===== src/rtl/residual_error_generator.sv =====
// rtl/residual_error_generator.sv - channel convolution and residual subtraction ahead of the Viterbi core; optional macro RSE_GEN_SATURATE_EN
module residual_error_generator #(
  parameter int B_WIDTH           = 8,
  parameter int B_LEN             = 2,
  parameter int est_channel_width = 8,
  parameter int est_chan_depth    = 30,
  parameter int est_channel_shift = 1
) (
  input  logic                                              clk,
  input  logic                                              rst_n,
  input  logic [est_chan_depth-1:0][est_channel_width-1:0]  est_channel,
  input  logic                                              update,
  input  logic                                              flush,
  input  logic                                              in_valid,
  output logic                                              in_ready,
  input  logic [B_LEN-1:0][1:0]                             symbols_in,
  input  logic [B_LEN-1:0][B_WIDTH-1:0]                     codes_in,
  output logic                                              out_valid,
  input  logic                                              out_ready,
  output logic [B_LEN-1:0][B_WIDTH-1:0]                     rse_vals,
  output logic                                              sym_err
);

  // Accumulator is wide enough for depth full-scale taps; difference gets one more bit.
  localparam int AW = est_channel_width + $clog2(est_chan_depth) + 1;
  localparam int DW = ((B_WIDTH > AW) ? B_WIDTH : AW) + 1;
  localparam int HD = est_chan_depth - 1;

  logic [est_chan_depth-1:0][est_channel_width-1:0] taps_q, taps_d;
  logic [HD-1:0][1:0]                               hist_q, hist_d;
  logic                                             s1_valid_q, s1_valid_d;
  logic [B_LEN-1:0][AW-1:0]                         s1_est_q, s1_est_d;
  logic [B_LEN-1:0][B_WIDTH-1:0]                    s1_codes_q, s1_codes_d;
  logic                                             s2_valid_q, s2_valid_d;
  logic [B_LEN-1:0][B_WIDTH-1:0]                    rse_q, rse_d;
  logic                                             sym_err_q, sym_err_d;

  logic                                             s1_adv, s2_adv, accept;
  logic [B_LEN-1:0][1:0]                            sym_clean;
  logic                                             beat_bad;
  logic [B_LEN-1:0][AW-1:0]                         est_shift;
  logic [B_LEN-1:0][B_WIDTH-1:0]                    rse_calc;

  // Handshake: stage 2 frees when empty or drained, stage 1 frees when stage 2 can take it.
  always_comb begin
    s2_adv   = !s2_valid_q || out_ready;
    s1_adv   = !s1_valid_q || s2_adv;
    in_ready = s1_adv && !flush;
    accept   = in_valid && in_ready;
  end

  // The unused code 2'b10 is mapped to a zero symbol and flagged.
  always_comb begin
    sym_clean = symbols_in;
    beat_bad  = 1'b0;
    for (int k = 0; k < B_LEN; k++) begin
      if (symbols_in[k] == 2'b10) begin
        sym_clean[k] = 2'b00;
        beat_bad     = 1'b1;
      end
    end
  end

  // Per-lane convolution: lanes below k are older samples of this beat, then history (index 0 newest).
  always_comb begin
    logic signed [AW-1:0] acc;
    logic signed [AW-1:0] tap;
    logic [1:0]           s;
    est_shift = '0;
    acc       = '0;
    tap       = '0;
    s         = 2'b00;
    for (int k = 0; k < B_LEN; k++) begin
      acc = '0;
      for (int i = 0; i < est_chan_depth; i++) begin
        if (i <= k) begin
          s = sym_clean[k-i];
        end else begin
          s = hist_q[i-k-1];
        end
        tap = AW'($signed(taps_q[i]));
        case (s)
          2'b01:   acc = acc + tap;
          2'b11:   acc = acc - tap;
          default: acc = acc;
        endcase
      end
      est_shift[k] = acc >>> est_channel_shift;
    end
  end

  // Residual at full width, then narrowed by wrap or clamp depending on build.
  always_comb begin
    logic signed [DW-1:0] diff;
    rse_calc = '0;
    diff     = '0;
    for (int k = 0; k < B_LEN; k++) begin
      diff = DW'($signed(s1_codes_q[k])) - DW'($signed(s1_est_q[k]));
`ifdef RSE_GEN_SATURATE_EN
      if (diff[DW-1:B_WIDTH-1] != {(DW-B_WIDTH+1){diff[DW-1]}}) begin
        rse_calc[k] = diff[DW-1] ? {1'b1, {(B_WIDTH-1){1'b0}}} : {1'b0, {(B_WIDTH-1){1'b1}}};
      end else begin
        rse_calc[k] = diff[B_WIDTH-1:0];
      end
`else
      rse_calc[k] = diff[B_WIDTH-1:0];
`endif
    end
  end

  // Next state: tap latch, history shift on accept, two-stage pipeline, sticky error.
  always_comb begin
    taps_d     = taps_q;
    hist_d     = hist_q;
    s1_valid_d = s1_valid_q;
    s1_est_d   = s1_est_q;
    s1_codes_d = s1_codes_q;
    s2_valid_d = s2_valid_q;
    rse_d      = rse_q;
    sym_err_d  = sym_err_q;

    if (update) begin
      taps_d = est_channel;
    end

    if (flush) begin
      hist_d     = '0;
      s1_valid_d = 1'b0;
      s2_valid_d = 1'b0;
      sym_err_d  = 1'b0;
    end else begin
      if (s2_adv) begin
        s2_valid_d = s1_valid_q;
        if (s1_valid_q) begin
          rse_d = rse_calc;
        end
      end
      if (s1_adv) begin
        s1_valid_d = accept;
      end
      if (accept) begin
        s1_est_d   = est_shift;
        s1_codes_d = codes_in;
        for (int j = 0; j < HD; j++) begin
          if (j < B_LEN) begin
            hist_d[j] = sym_clean[B_LEN-1-j];
          end else begin
            hist_d[j] = hist_q[j-B_LEN];
          end
        end
        if (beat_bad) begin
          sym_err_d = 1'b1;
        end
      end
    end
  end

  // State registers with asynchronous clear.
  always_ff @(posedge clk or negedge rst_n) begin
    if (!rst_n) begin
      taps_q     <= '0;
      hist_q     <= '0;
      s1_valid_q <= 1'b0;
      s1_est_q   <= '0;
      s1_codes_q <= '0;
      s2_valid_q <= 1'b0;
      rse_q      <= '0;
      sym_err_q  <= 1'b0;
    end else begin
      taps_q     <= taps_d;
      hist_q     <= hist_d;
      s1_valid_q <= s1_valid_d;
      s1_est_q   <= s1_est_d;
      s1_codes_q <= s1_codes_d;
      s2_valid_q <= s2_valid_d;
      rse_q      <= rse_d;
      sym_err_q  <= sym_err_d;
    end
  end

  assign out_valid = s2_valid_q;
  assign rse_vals  = rse_q;
  assign sym_err   = sym_err_q;

endmodule


===== config.mk =====
export PLATFORM = sky130hd
export DESIGN_NAME = residual_error_generator
export DESIGN_NICKNAME = d
export VERILOG_FILES = /design/src/rtl/residual_error_generator.sv
export SDC_FILE = /design/constraint.sdc
export NUM_CORES = 2
export LEC_CHECK = 0
export CORE_MARGIN = 4
export CORE_UTILIZATION = 60
export CTS_CLUSTER_SIZE = 24
export DETAILED_ROUTE_END_ITERATION = 10
export HOLD_SLACK_MARGIN = 0.15
export PLACE_DENSITY = 0.87
export RECOVER_POWER = 50
export SYNTH_ARGS = -nofsm -noshare
export SYNTH_HDL_FRONTEND = slang
export SYNTH_SLANG_ARGS = --single-unit

===== constraint.sdc =====
create_clock -name clk -period 39.3 [get_ports clk]
set_input_delay 11.79 -clock clk [delete_from_list [all_inputs] [get_ports clk]]
set_output_delay 11.79 -clock clk [all_outputs]
set_load 0.05 [all_outputs]

==> results_dict.tcl, run 1 <==
set metrics [dict create \
    dp_hpwl_um 215000 \
    grt-worst-endpoint "s1_est_q[21]$_DFFE_PN0P_/D" \
    place_congestion 1.10 \
    synthSimpleGateAreaFrac_pct 22.8 \
    synth_cell_types 140 \
    status "aborted with a tool error" \
    error_line "[ERROR GRT-0232] Routing congestion too high. Check the congestion heatmap in the GUI." \
    die_w_um 341 \
    synthAdderAreaFrac_pct 11.0 \
    synthMuxAreaShare_pct 9.42 \
    num_rows 121 \
    synth_nets 9417 \
    worstEpCategory "register data pin" \
    ys_ff_latch 349 \
    synth_top_family_by_area "simple AND/OR/NAND/NOR gates" \
    synthArstFlopShare_pct 100 \
    syn_area_per_cell_um2 7.68 \
    synth_top_area_share_pct 13.2 \
    synth_largest_area_cell "dfrtp_1" \
    grt_max_degree 84 \
    initial_core_util_pct 60.7 \
    synth_flop_cell "dfrtp_1" \
    synth_compound_area_share_pct 21.5 \
    grt-ovfl-total 221 \
    cts_root_buf "clkbuf_16" \
    grt_use_total_pct 80.3 \
    yosys-top-cells-area "dfrtp_1 (13%), xnor2_1 (9.9%), ha_1 (8.6%), mux2_2 (5.9%), nand2_1 (5.1%)" \
    dp_slack_ps -6740 \
    syn_area_um2 66300 \
    clkSinkCount 349 \
    synthCells 8637 \
    die_h_um 341 \
    port_buffers 284 \
    h-tree-depth 2 \
    haltStage "global routing" \
    ioPinCount 285 \
    synth_edf_count 0 \
    cts_made_buffers 48 \
    yosys.area_share.xor_xnor_pct 17.1 \
    yosysSeqAreaShare_pct 13.2 \
    max-clock-path-buffers 3 \
    yosysWarnings 0 \
]
-- repair_timing --
| item | CTS |
|---|---|
| endpoints found under the hold margin | 0 |
| resized for setup | 232 |
| setup buffers | 93 |
| pin swaps | 153 |
| setup endpoints to repair | 3 |
| hold buffers | 0 |
-- cell families after synthesis --
group,Yosys count
xor gates and xnor gates,1175
AOI/OAI and AO/OA,2068
and+or+nand+nor,3055
buffers and inverters,859
muxes,575
DFF,349
adders and majority gates,556
-- synthesized netlist by cell type, drive strengths merged, types with 46 or more instances --
cell,number
or2,49
nor3,246
nor2b,98
o31ai,92
o21a,78
xnor3,51
dfrtp,349
xor2,352
a21oi,470
a211oi,76
nor3b,95
nor4,91
xnor2,758
o311ai,46
nand2,908
buf,111
nand4,76
a31oi,93
nand2b,145
nor2,749
fa,58
nand3,150
or3,69
and2,92
a21o,147
ha,456
and3,67
o211ai,99
nand3b,83
mux2i,222
clkbuf,313
o21ai,421
inv,428
mux2,352
-- routing by layer --
metal  overflow  track usage (%)
met1         16             79.1
met3         29             74.9
met2         86             90.1
met5          3             62.4
met4         87             75.1
-- metrics by stage --
step           utilization [%]  TNS [ps]  hold slack (ps)  instance area [um2]  instances
2_1_floorplan                -      -491              450                67400       8637
3_3_place_gp              77.7     -8540              463                85000      11912
3_5_place_dp              77.7    -11700              477                85000      11912
4_1_cts                   81.0     -6210              494                88500      12092
==> run 2, diff against run 1 <==
--- a/config.mk
+++ b/config.mk
@@ -6,11 +6,9 @@
 export NUM_CORES = 2
 export LEC_CHECK = 0
 export CORE_MARGIN = 4
-export CORE_UTILIZATION = 60
-export CTS_CLUSTER_SIZE = 24
+export CORE_UTILIZATION = 40
 export DETAILED_ROUTE_END_ITERATION = 10
-export HOLD_SLACK_MARGIN = 0.15
-export PLACE_DENSITY = 0.87
+export PLACE_DENSITY_LB_ADDON = 0.15
 export RECOVER_POWER = 50
 export SYNTH_ARGS = -nofsm -noshare
 export SYNTH_HDL_FRONTEND = slang
==> results_dict.tcl, run 2 <==
set metrics [dict create \
    status "finished with violations" \
    failed_checks "capacitance limit, slew limit, setup timing" \
    finalSetupViolations 2 \
    cts_made_buffers 53 \
    largest_register "taps_q" \
    required_ps 39880 \
    rsz0062_at_grt "yes" \
    met2RoutedLength_um 131000 \
    h-tree-depth 2 \
    drt_first_iter_violations 5301 \
    powerDensity_nw_per_um2 81.1 \
    critPathKind "in2reg" \
    layout_min_cycle_time_ps 43220 \
    tritoncts "yes" \
    yosysWarnings 0 \
    clkSinkCount 349 \
    worst-path-max-fanout 6 \
    syn_area_per_cell_um2 7.68 \
    synth_nets 9417 \
    placed_cells 12836 \
    die_h_um 415 \
    nNetsFinal 11557 \
    drt-wirelength-per-cell_um 21.9 \
    grt-ovfl-total 0 \
    reg_top3 "taps_q: 240 flops, hist_q: 58 flops" \
    max-clock-path-buffers 3 \
    synth_most_common_cell "nand2_1" \
    synth_cell_types 140 \
    fin_cells 13011 \
    clock_latency_ps 730 \
    final_area_um2 90800 \
    synthCells 8637 \
    final.setup.worst_slack_ps -3920 \
    grt_use_total_pct 31.6 \
    synth_flop_cell "dfrtp_1" \
    yosys-top-cells-area "dfrtp_1 (13%), xnor2_1 (9.9%), ha_1 (8.6%), mux2_2 (5.9%), nand2_1 (5.1%)" \
    place_congestion 0.971 \
    worstPathArrival_ps 43810 \
    vias 73642 \
    initial_core_util_pct 40.2 \
    holdWs_ps 484 \
    p_leak_nw 41.2 \
    dp_hpwl_um 231000 \
    grt_max_degree 112 \
    hold_class "reg2reg" \
    met3_length_um 14700 \
    max-vdd-ir-drop_uv 50.9 \
    layout_commonest_cell "buf_4" \
    synth_largest_area_cell "dfrtp_1" \
    ys_ff_latch 349 \
    die_w_um 415 \
    clk_pin_slew_ps 60 \
    area_delta_synth_final_pct 36.9 \
    layout_common_cells "buf_4 (2213), nand2_1 (900), nor2_1 (741)" \
    ioPinCount 285 \
    viasPerCell 5.66 \
    wl_met1_um 126000 \
    grt_pass1_vias 71494 \
    worst_path_max_delay_cell "or4b_2" \
    cts_root_buf "clkbuf_16" \
    synth_common_cells "nand2_1 (906), xnor2_1 (750), nor2_1 (747)" \
    antenna_cells 0 \
    topRoutingLayerUsed "met4" \
    synth_edf_count 0 \
    layout-drive-gt1-share_pct 29.0 \
    die_area_um2 172000 \
    slowest_delay_ps 630 \
    maxSlewHeadroom_pct -339 \
    worstSetupStartpointType "input pin" \
    antenna_found_initial 4 \
    dpl-instance-area_um2 87500 \
    end_kind "flop" \
    timing.fmax_mhz 23.1 \
    syn_area_um2 66300 \
    core_um2 165000 \
    final_max_slew_viol_count 496 \
    ant_nets 0 \
    maxCapViolations 8 \
    dr.pass1.iters 6 \
    finalClockSkew_ps 38.3 \
    num_rows 149 \
    worst_pin_slew_ps 6590 \
    synth_top_area_share_pct 13.2 \
    hold_viol_final 0 \
    fin_tns_setup_ps -6730 \
    min_period_over_period_pct 110 \
    port_buffers 284 \
    crit_path_frequent_cell "xnor2_2" \
    largest_register_ff_count 240 \
    grt_first_pass_wirelength_um 428000 \
    drt-total-wl_um 285000 \
    yosysSeqAreaShare_pct 13.2 \
    synthArstFlopShare_pct 100 \
    drc 0 \
]
[run 2: worst max-delay path, delay by kind of cell]
family          cells  cell delay (ps)
xor+xnor           48            10270
fa+ha+maj          17             6050
simple gates       39             6380
mux                 5             1200
compound gates     35             6100
buf+inv            13             1950
[run 2: final timing paths]
kind,to,startpoint,depth (start not counted),slack (ps)
max,s1_est_q[21],symbols_in[0],157,-3920
min reg2reg,s1_codes_q[6],s1_codes_q[6],2,480
min in group asynchronous,taps_q[3],rst_n,1,12110
max reg2reg,s1_est_q[21],taps_q[1],157,6580
min,s1_codes_q[6],s1_codes_q[6],2,480
max in group asynchronous,hist_q[30],rst_n,2,19030
[run 2: repair_timing]
action,in CTS,in global routing
pin swaps,80,45
endpoints found under the setup margin,2,6
hold buffers,0,0
cloned,0,0
resized for setup,137,25
setup buffers,60,16
[run 2: cells by family after synthesis]
group                    synth area share (%)
flip-flops                               13.2
buffers and inverters                    5.01
AND/OR/NAND/NOR                          22.8
AO/OA/AOI/OAI                            21.5
XOR/XNOR                                 17.1
multiplexers                             9.42
adder cells (fa/ha/maj)                  11.0
[run 2: layer usage]
layer | GRT usage, % | up-vias
met5 | 0 | -
met4 | 12.3 | 0
met3 | 2.67 | 415
met2 | 52.9 | 2147
met1 | 42.2 | 35675
li1 | - | 35405
[run 2: metrics by stage]
| step | setup WS, ps | utilization [%] | total power, mW |
|---|---|---|---|
| 2_1_floorplan | -447 | - | 3.82 |
| 3_3_place_gp | -7470 | 53.0 | 6.44 |
| 3_5_place_dp | -7360 | 53.0 | 6.53 |
| 4_1_cts | -3730 | 54.9 | 7.28 |
| 5_1_grt | -5590 | 55.0 | 7.90 |
| 6_report | -3920 | 55.0 | 7.37 |
[run 2: cell type report]
type | count | area [um2]
Fill cell | 15756 | 74200
Multi-Input combinational cell | 7429 | 56200
Timing Repair Buffer | 2509 | 19600
Sequential cell | 349 | 8750
Tap cell | 2189 | 2740
Inverter | 435 | 1630
Clock buffer | 71 | 1480
Clock inverter | 29 | 439
[run 2: power breakdown]
group	switching, mW	total [mW]	leakage (nW)	internal (mW)
Combinational	3.04	6.35	36.0	3.31
Clock	0.224	0.544	0.923	0.320
Sequential	0.0738	0.476	4.26	0.402
Note: power is estimated with default switching activity, not from simulation.
==> RTL change: new RTL, flow settings as in run 2 <==
Make the reset (`rst_n`) synchronous in one clocked block. Comments in the files are not updated.
--- a/src/rtl/residual_error_generator.sv
+++ b/src/rtl/residual_error_generator.sv
@@ -156,7 +156,7 @@
   end
 
   // State registers with asynchronous clear.
-  always_ff @(posedge clk or negedge rst_n) begin
+  always_ff @(posedge clk) begin
     if (!rst_n) begin
       taps_q     <= '0;
       hist_q     <= '0;
Behaviour: not the same (Yosys sat finds a counterexample within 4 cycles, from zero or initial values and one cycle with rst_n low; the reset may be asserted at any time).
==> RTL change against run 2 <==
The flow still finishes with violations (max-capacitance violations, max-slew violations, negative setup slack); largest power group unchanged; utilization up 1.0 points; sequential cell count unchanged; critical endpoint is now s1_est_q[7]; clock power down 14%; non-clock buffer count down 32; register-to-register slack better by 570 ps; combinational power down 48%; area after synthesis down 3.2%; routed wire length down 3.0%; final area down 1.9%; setup slack better by 930 ps; power down 43%.
==> RTL change: results (changes against run 2) <==
[route]
highest_layer = met5
dr_wl_met3_um = 15600  ; +5.9%
dr_wl_met2_um = 128000  ; -2.0%
via_per_inst = 5.63  ; -0.56%
wl_per_cell_um = 21.3  ; -2.8%
first_iter_violations = 5509  ; +3.9%
wl_met1_um = 122000  ; -3.7%

[global_route]
grt_pass1_wl_um = 415000  ; -3.1%
grt_max_degree = 149  ; +33%
use_met2_pct = 53.4  ; +0.42 points
met1_usage_pct = 41.2  ; -1.0 points
grt_pass1_vias = 70296  ; -1.7%
grt_util_met3_pct = 3.14  ; +0.47 points
antenna_found_initial = 5  ; +1
grt_use_total_pct = 31.3  ; -0.30 points

[placed_design]
dp_hpwl_um = 224000  ; -2.8%
place_congestion = 1.01  ; +3.9%

[setup_path]
rr_worst_depth = 160  ; +1.9%
r2r-start = hist_q[1]
cp_max_fo = 5  ; -1
crit_start = symbols_in[1]
rrSetupSlack_ps = 7150  ; +570 ps
cp_data_arrival_time_ps = 42890  ; -920 ps
crit_path_max_incr_delay_ps = 480  ; -150 ps

[synth]
synthesis.nets = 9546  ; +1.4%
synthTopCellsByArea = dfxtp_1 (11%), xnor2_1 (11%), ha_1 (8.9%)
synth.distinct_cells = 121  ; -14%
yosys-top-cells-count = nor2_1 (1018), nand2_1 (807), xnor2_1 (797), a21oi_1 (594), mux2i_1 (476)

[sta]
drv_slew = 347  ; -30%
tightest_slew_ps = 6430  ; -161 ps
fin_worst_skew_ps = 46.7  ; +8.41 ps
setup_viol = 2  ; unchanged
fin_ws_ps = -3000  ; +928 ps

[finish]
layout-drive-gt1-share_pct = 27.9  ; -1.1 points
fillerInstances = 15071  ; -4.3%
nets = 11657  ; +0.87%

[cts]
cts_made_buffers = 49  ; -7.5%
cts_resized = 128  ; -6.6%
cts_setup_buffers = 41  ; -32%

[pwr]
p_leak_nw = 39.6  ; -3.8%

[run_status]
violations = max-capacitance violations, max-slew violations, negative setup slack
status = finished, violations left

[job]
drv_cap = 3  ; -5

[min_path]
hold-path-endpoint = s1_est_q[17]
holdCritStartpoint = s1_est_q[17]

## RTL change: cell types whose count changed in the layout (fill, tap and decap cells not counted), sizes merged, moves of 29 or more
cell           run 2  this run
nand2            908       807
nor4              91        56
nand4             76        47
nor2             749      1019
o21ai            421       333
mux2i            222       480
xnor2            758       801
nand3b            83        54
o211ai            99        69
a21oi            470       597
mux2             352       143
dfrtp            349         0
dfxtp              0       349
xor2             352       307
## RTL change: kinds of logic after synthesis
family | after synthesis | share of synthesized area, %
adders and majority gates | 550 | 11.3
buffers and inverters | 865 | 5.18
DFF | 349 | 10.9
AOI/OAI and AO/OA | 2029 | 21.5
and+or+nand+nor | 3188 | 24.0
xor gates and xnor gates | 1162 | 17.1
muxes | 623 | 10.1
## RTL change: power breakdown
| group | internal [W] | switching [W] | leakage (nW) | total, W |
|---|---|---|---|---|
| Clock | 0.000256 | 0.000210 | 0.767 | 0.000466 |
| Sequential | 0.000372 | 0.0000369 | 2.87 | 0.000409 |
| Combinational | 0.00172 | 0.00158 | 36.0 | 0.00330 |
| Total | 0.00235 | 0.00183 | 39.6 | 0.00418 |
## RTL change: area by class of cell
cell class                      instances  area [sq um]  area share, %
Antenna cell                            3          7.51        0.00842
Clock inverter                         27           275          0.309
Clock buffer                           61          1330           1.49
Inverter                              448          1690           1.89
Timing Repair Buffer                 2477         19300           21.7
Multi-Input combinational cell       7552         56900           63.8
Sequential cell                       349          7000           7.86
Tap cell                             2072          2590           2.91
## RTL change: metrics by stage
stage	hold WS [ps]	cell area, sq um	TNS (ps)	worst slack, ps	std cells
after floorplan	432	65400	-180	-131	8766
after global placement	443	84800	-8960	-5670	12784
after detailed placement	445	84800	-9410	-5600	12784
after CTS	451	87400	-5250	-2640	12913
after global routing	474	89100	-8220	-4230	12987
final	449	89100	-5040	-3000	12989
